File: config.mk
export PLATFORM = sky130hd
export DESIGN_NAME = cla_pipe_adder
export DESIGN_NICKNAME = d
export VERILOG_FILES = /design/src/rtl/cla_pipe_adder.sv
export SDC_FILE = /design/constraint.sdc
export NUM_CORES = 1
export LEC_CHECK = 0
export ABC_AREA = 1
export CAP_MARGIN = 20
export CORE_ASPECT_RATIO = 0.7
export CORE_MARGIN = 2
export CORE_UTILIZATION = 60
export DETAILED_ROUTE_END_ITERATION = 8
export HOLD_SLACK_MARGIN = 0.05
export PLACE_DENSITY_LB_ADDON = 0.3
export SLEW_MARGIN = 20
export SYNTH_ARGS = -nofsm -noshare
export SYNTH_HDL_FRONTEND = slang
export SYNTH_SLANG_ARGS = --single-unit
File: constraint.sdc
create_clock -name Clock_i -period 8.9 [get_ports Clock_i]
set_input_delay 0.89 -clock Clock_i [delete_from_list [all_inputs] [get_ports Clock_i]]
set_output_delay 0.89 -clock Clock_i [all_outputs]
set_load 0.02 [all_outputs]
File: src/rtl/cla_pipe_adder.sv
// Pipelined carry-lookahead adder: one GROUP-bit lookahead group per stage, valid/ready on both sides.
// Define CLA_PIPE_SUB_EN to add Sub_i (A-B mode) and the Overflow_o signed-overflow flag.
module cla_pipe_adder #(
    parameter int WIDTH = 32,
    parameter int GROUP = 8
) (
    input  logic             Clock_i,
    input  logic             Reset_i,
    input  logic [WIDTH-1:0] Number1_i,
    input  logic [WIDTH-1:0] Number2_i,
    input  logic             Carry_i,
`ifdef CLA_PIPE_SUB_EN
    input  logic             Sub_i,
    output logic             Overflow_o,
`endif
    input  logic             Valid_i,
    output logic             Ready_o,
    output logic [WIDTH-1:0] Result_o,
    output logic             Carry_o,
    output logic             Propagate_o,
    output logic             Generate_o,
    output logic             Valid_o,
    input  logic             Ready_i
);
    localparam int NGRP = WIDTH / GROUP;

    if (WIDTH % GROUP != 0) begin : g_width_check
        $error("cla_pipe_adder: WIDTH must be a multiple of GROUP");
    end

    // acc rotates right one group per stage: unconsumed A bits sit low, finished sum groups enter at the top
    typedef struct packed {
        logic             valid;
        logic [WIDTH-1:0] acc;
        logic [WIDTH-1:0] b;
        logic             c;
        logic             p;
        logic             g;
`ifdef CLA_PIPE_SUB_EN
        logic             ovf;
`endif
    } stage_t;

    typedef struct packed {
        logic [GROUP-1:0] sum;
        logic             cout;
        logic             c_msb;
        logic             p;
        logic             g;
    } grp_t;

    // Kogge-Stone prefix over the group, then every carry is folded from cin in one level
    function automatic grp_t cla_group(input logic [GROUP-1:0] a, input logic [GROUP-1:0] b,
                                       input logic cin);
        logic [GROUP-1:0] p0, pp, gg, pn, gn;
        logic [GROUP:0]   c;
        grp_t             r;
        p0 = a ^ b;
        pp = p0;
        gg = a & b;
        for (int d = 1; d < GROUP; d = d * 2) begin
            pn = pp;
            gn = gg;
            for (int i = d; i < GROUP; i++) begin
                gn[i] = gg[i] | (pp[i] & gg[i-d]);
                pn[i] = pp[i] & pp[i-d];
            end
            pp = pn;
            gg = gn;
        end
        c[0] = cin;
        for (int i = 0; i < GROUP; i++) begin
            c[i+1] = gg[i] | (pp[i] & cin);
        end
        r.sum   = p0 ^ c[GROUP-1:0];
        r.cout  = c[GROUP];
        r.c_msb = c[GROUP-1];
        r.p     = pp[GROUP-1];
        r.g     = gg[GROUP-1];
        return r;
    endfunction

    stage_t stg_q [NGRP];
    stage_t stg_d [NGRP];
    logic   adv;

    assign Ready_o = ~stg_q[NGRP-1].valid | Ready_i;
    assign adv     = Ready_o;

    always_comb begin
        stage_t           prev;
        grp_t             grp;
        logic [WIDTH-1:0] acc_n;
        for (int s = 0; s < NGRP; s++) begin
            if (s == 0) begin
                prev.valid = Valid_i;
                prev.acc   = Number1_i;
`ifdef CLA_PIPE_SUB_EN
                prev.b     = Number2_i ^ {WIDTH{Sub_i}};
                prev.c     = Carry_i | Sub_i;
                prev.ovf   = 1'b0;
`else
                prev.b     = Number2_i;
                prev.c     = Carry_i;
`endif
                prev.p     = 1'b1;
                prev.g     = 1'b0;
            end else begin
                prev = stg_q[s-1];
            end
            grp   = cla_group(prev.acc[GROUP-1:0], prev.b[GROUP-1:0], prev.c);
            acc_n = prev.acc >> GROUP;
            acc_n[WIDTH-1 -: GROUP] = grp.sum;
            stg_d[s].valid = prev.valid;
            stg_d[s].acc   = acc_n;
            stg_d[s].b     = prev.b >> GROUP;
            stg_d[s].c     = grp.cout;
            stg_d[s].p     = prev.p & grp.p;
            stg_d[s].g     = grp.g | (grp.p & prev.g);
`ifdef CLA_PIPE_SUB_EN
            stg_d[s].ovf   = grp.c_msb ^ grp.cout;
`endif
        end
    end

    // NOTE: data fields are reset along with valid because they drive the outputs directly,
    // which must read 0 during reset; <= keeps every stage sampling pre-edge values.
    always_ff @(posedge Clock_i or posedge Reset_i) begin
        if (Reset_i) begin
            for (int s = 0; s < NGRP; s++) begin
                stg_q[s] <= '0;
            end
        end else if (adv) begin
            stg_q <= stg_d;
        end
    end

    assign Valid_o     = stg_q[NGRP-1].valid;
    assign Result_o    = stg_q[NGRP-1].acc;
    assign Carry_o     = stg_q[NGRP-1].c;
    assign Propagate_o = stg_q[NGRP-1].p;
    assign Generate_o  = stg_q[NGRP-1].g;
`ifdef CLA_PIPE_SUB_EN
    assign Overflow_o  = stg_q[NGRP-1].ovf;
`endif

endmodule

==> results.yml, run 1 <==
outcome:
  status: "finished, final reports clean"
logic_synthesis:
  synth_compound_area_share_pct: 7.17
  ys_warn_count: 0
  synth-seq-area-share_pct: 52.2
  synth_flop_cell: "dfrtp_1"
  synth_top_cell_by_area: "dfrtp_1"
  synth-simple-area-share_pct: 25.2
  avgSynthCellArea_um2: 8.17
  synth_cells: 1127
  synth_cell_types: 34
  synth_top_area_share_pct: 52.2
  synth-seq-cells: 192
  synth_top_family_by_area: "simple AND/OR/NAND/NOR gates"
  netlist_area_mm2: 0.00921
  synthArstFlopShare_pct: 100
  synth_nets: 1232
  synth-xor-area-share_pct: 0.951
  synth_area_leaders: "dfrtp_1 (52%), nand2_1 (19%), ha_1 (4.3%)"
  yosys.area_share.adder_pct: 5.22
  synth_mux_area_share_pct: 0
  synth_edf_count: 0
detailed_routing:
  wirelength_um: 19000
  drt.antenna.violating_nets: 0
  drc: 0
  firstDrtPassIters: 6
  via_per_inst: 5.21
  initialDrtViolationCount: 491
  wl_per_cell_um: 13.7
  via_count: 7227
power_and_ir_drop:
  power_frac_comb_pct: 41.3
  peakVddDrop_mv: 0.240
  p_per_area_mw_per_mm2: 355
  totalPowerFinal_mw: 3.80
  seqPwrFrac_pct: 38.5
  p_clk_share_pct: 20.2
  p_leak_nw: 5.52
  p_int_mw: 2.25
  switching_share_pct: 40.8
  power.net_switching_mw: 1.55
sta:
  finalCritPeriodShare_pct: 43.1
  rsz0062_at_grt: "no"
  max_freq_mhz: 261
  skew_ps: 14.4
  hold_viol_final: 0
  setup_violations: 0
  drv_slew: 0
  tns_ps: 0
  slew_headroom_pct: 32.4
  min_period_ps: 3840
  tightest_slew_ps: 1010
setup_path:
  crit_buf_inv: 3
  cp_top_family: "buffers and inverters"
  worst_ep_required_time_ps: 8010
  critPathKind: "primary input to output port"
  crit_top_cell: "clkdlybuf4s50_1"
  crit_fanout: 96
  cp.arrival_ps: 2950
  critPathCaptureType: "output port"
  slowest_delay_ps: 760
  crit_slowest_cell: "clkdlybuf4s50_1"
  path_cells: "clkdlybuf4s50_1, nor2_4, inv_4, clkdlybuf4s50_1"
  setup.worst_path.start_class: "primary input"
floorplan:
  coreArea_mm2: 0.0149
  initial_utilization_pct: 62.0
  dieArea_mm2: 0.0164
  fp.dieW_um: 152
  io_pins: 106
  die_h_um: 108
  rows: 37
clock_network:
  cts_buffers: 17
  clockRootBuffer: "clkbuf_16"
  cts.clk_slew.worst_paths_ps: 70
  cts_tree: "yes"
  clockBufferDepth: 2
  clkSinkCount: 192
  htree_levels: 4
  postCtsHoldBufs: 0
  ctsResizeCount: 0
  cts_setup_buffers: 0
  insertion_delay_ps: 430
placement:
  io_buffers: 105
  gp_congestion: 0.884
  hpwlAfterDp_um: 12600
  place_inst: 1356
flow_run:
  max-cap-violations: 0
finish:
  final_cell_mix: "nand2_1 (476), dfrtp_1 (192), inv_1 (105), clkdlybuf4s50_1 (105), o21ai_0 (80)"
  nFillCells: 1128
  instances_no_fill: 1388
  drive_gt1_share_pct: 4.02
  nets: 1285
  final_common_cell: "nand2_1"
  area_delta_synth_final_pct: 16.1
  diodes: 0
global_routing:
  grt-ovfl-total: 0
  grt_pass1_vias: 6782
  grt_pass1_wl_um: 32100
  grt_antenna_before_repair: 0
  track_usage_pct: 24.3
  grt_max_degree: 138
hold_path:
  hold_path_class: "flip-flop to flip-flop"
sequential cells by signal (all words and copies together), names as in the netlist:
signal       count
Result_o        32
stg_q           57
Carry_o          1
Propagate_o      1
Generate_o       1
stg_d           99
Valid_o          1
kinds of logic (layout without fill, tap and decap cells):
group                      Yosys count  count (layout)
AOI/OAI and AO/OA                  128             128
xor gates and xnor gates            10              10
adders and majority gates           36              36
buffers and inverters              183             249
DFF                                192             192
and+or+nand+nor                    578             578
per-layer routing:
| metal | up-vias | wire length [um] | GRT usage, % |
|---|---|---|---|
| met5 | - | 0 | 0 |
| met4 | 0 | 245 | 6.68 |
| met3 | 26 | 1170 | 5.35 |
| met2 | 241 | 8150 | 35.7 |
| met1 | 3378 | 9410 | 36.7 |
| li1 | 3582 | - | - |
Yosys cell counts, types with 19 or more instances:
| library cell | n |
|---|---|
| a21oi_1 | 19 |
| buf_2 | 32 |
| buf_4 | 33 |
| dfrtp_1 | 192 |
| ha_1 | 32 |
| inv_1 | 106 |
| nand2_1 | 476 |
| nand3_1 | 47 |
| nor2_1 | 32 |
| o21ai_0 | 80 |
| o21ai_1 | 21 |
power by group through the flow:
stage                     logic [mW]  registers, mW  clock network [mW]
after global routing            1.77           1.50               0.816
after floorplan                 1.23           1.41                   0
after CTS                       1.57           1.46               0.781
after global placement          1.49           1.46                   0
final                           1.57           1.46               0.767
after detailed placement        1.54           1.47                   0
layout make-up:
class	instances	area [um2]	share of cell area, %
Inverter	108	415	3.89
Sequential cell	192	4800	44.9
Multi-Input combinational cell	752	3540	33.2
Timing Repair Buffer	109	1080	10.1
Clock inverter	14	171	1.60
Tap cell	195	244	2.28
Clock buffer	18	429	4.01
stage by stage:
step	setup slack [ps]	utilization (%)	hold slack, ps	instance area [um2]
global placement	5110	67.9	448	10100
CTS	5080	71.9	462	10700
global route	4950	71.9	481	10700
floorplan	2780	-	440	9210
detailed placement	5090	67.9	452	10100
finish	5060	71.9	460	10700
worst min-delay path: cells and delay by family, from the launching register on:
kind / cells / cell delay (ps)
flops: 1 / 340
simple gates: 2 / 100
final timing paths:
| check | startpoint | endpoint | slack [ps] | depth (start not counted) |
|---|---|---|---|---|
| max | Ready_i | Ready_o | 5060 | 4 |
| min | stg_d[123] | stg_d[47] | 460 | 2 |
| max reg2reg | Valid_o | stg_d[123] | 6190 | 6 |
| min reg2reg | stg_d[123] | stg_d[47] | 460 | 2 |
| max in group asynchronous | Reset_i | stg_d[117] | 6580 | 3 |
| min in group asynchronous | Reset_i | Result_o[15] | 1060 | 2 |
(Power assumes the default switching activity.)
==> inputs of run 2 (changes only) <==
CORE_UTILIZATION = 51   (was 60)
clock period = 3.3 ns   (was 8.9 ns; I/O delays follow)
==> results.yml, run 2 (synthesized netlist as in run 1, its figures left out) <==
placement:
  gp_congestion: 0.862
  pre_cts_ws_ps: 1260
  hpwlAfterDp_um: 12500
  place_area_mm2: 0.0102
  io_buffers: 105
finish:
  drive_gt1_share_pct: 4.02
  design_area_mm2: 0.0108
  seq_area_mm2: 0.00480
  final_common_cell: "nand2_1"
  area_delta_synth_final_pct: 17.4
  nFillCells: 1572
  diodes: 0
  multi_input_area_mm2: 0.00354
  largest_register_ffs: 99
  nets: 1287
  final_cell_mix: "nand2_1 (476), dfrtp_1 (192), inv_1 (105), clkdlybuf4s50_1 (105), o21ai_0 (80)"
sta:
  tns_ps: 0
  max_freq_mhz: 481
  tightest_slew_ps: 787
  setup_slack_ps: 1220
  finalCritPeriodShare_pct: 63.1
  hold_ws_ps: 336
  setup_violations: 0
  slew_headroom_pct: 47.5
  skew_ps: 12.4
  drv_slew: 0
  hold_viol_final: 0
  min_period_ps: 2080
  rsz0062_at_grt: "no"
setup_path:
  crit_fanout: 2
  rrSetupSlack_ps: 1560
  ff2ff_path_depth: 8
  crit_buf_inv: 3
  slowest_delay_ps: 740
  setup.worst_path.start_class: "flip-flop"
  path_cells: "inv_1, nor2_4, inv_4, clkdlybuf4s50_1"
  worst_ep_required_time_ps: 2970
  timing.rr.end: "stg_q[206]"
  cp.arrival_ps: 1750
  crit_slowest_cell: "clkdlybuf4s50_1"
  critPathKind: "flip-flop to output port"
  rr_startpoint: "Valid_o"
  cp_top_family: "buffers and inverters"
  critPathCaptureType: "output port"
floorplan:
  dieArea_mm2: 0.0192
  fp.dieW_um: 165
  io_pins: 106
  coreArea_mm2: 0.0179
  die_h_um: 116
  initial_utilization_pct: 51.6
  rows: 41
global_routing:
  track_usage_pct: 21.0
  grt_pass1_vias: 6592
  grt_max_degree: 202
  grt_antenna_before_repair: 0
  grt_pass1_wl_um: 31800
  grt-ovfl-total: 0
detailed_routing:
  firstDrtPassIters: 5
  wirelength_um: 18600
  via_per_inst: 4.89
  drc: 0
  drt.antenna.violating_nets: 0
  initialDrtViolationCount: 477
  via_count: 6988
  wl_per_cell_um: 13.0
clock_network:
  clockRootBuffer: "clkbuf_16"
  cts_buffers: 17
  ctsResizeCount: 0
  postCtsHoldBufs: 0
  cts.clk_slew.worst_paths_ps: 70
  cts_tree: "yes"
  cts_setup_buffers: 0
  htree_levels: 4
  insertion_delay_ps: 430
  clockBufferDepth: 2
  clkSinkCount: 192
hold_path:
  hold_path_class: "primary input to async pin"
power_and_ir_drop:
  p_leak_nw: 5.54
  peakVddDrop_mv: 1.19
  p_per_area_mw_per_mm2: 945
outcome:
  status: "finished, final reports clean"
flow_run:
  max-cap-violations: 0
-- run 2: power by group --
group | total [mW] | internal [mW] | switching [mW] | leakage [nW]
combinational | 4.18 | 1.64 | 2.54 | 2.93
clock | 2.10 | 1.22 | 0.884 | 0.284
sequential | 3.94 | 3.35 | 0.587 | 2.33
-- run 2: final cells by class --
cell class	instances	area share (%)
clock buffers	20	4.13
inverters	108	3.81
well taps	236	2.73
clock inverters	11	1.41
multi-input cells	752	32.8
repair buffers	111	10.7
flip-flops and latches	192	44.4
-- run 2: how the worst max path moves through the flow --
stage,endpoint,cells past startpoint,from,slack (ps)
after floorplan,Carry_o,1,Reset_i,490
after global placement,Ready_o,4,Ready_i,1260
after detailed placement,Ready_o,4,Ready_i,1260
after CTS,Ready_o,4,Valid_o,1190
after global routing,Ready_o,4,Valid_o,1100
final,Ready_o,4,Valid_o,1220
-- run 2: stage by stage --
stage	std cells	total power, mW	utilization, %
floorplan	1127	7.10	-
global placement	1399	8.00	57.2
detailed placement	1399	8.13	57.2
CTS	1430	10.3	60.6
global route	1430	11.1	60.6
finish	1430	10.2	60.6
-- run 2: per-layer routing --
metal	vias up	wire, um	track usage (%)
li1	3587	-	-
met1	3240	9590	31.8
met2	148	7870	30.8
met3	13	958	4.83
met4	0	153	4.81
met5	-	0	0
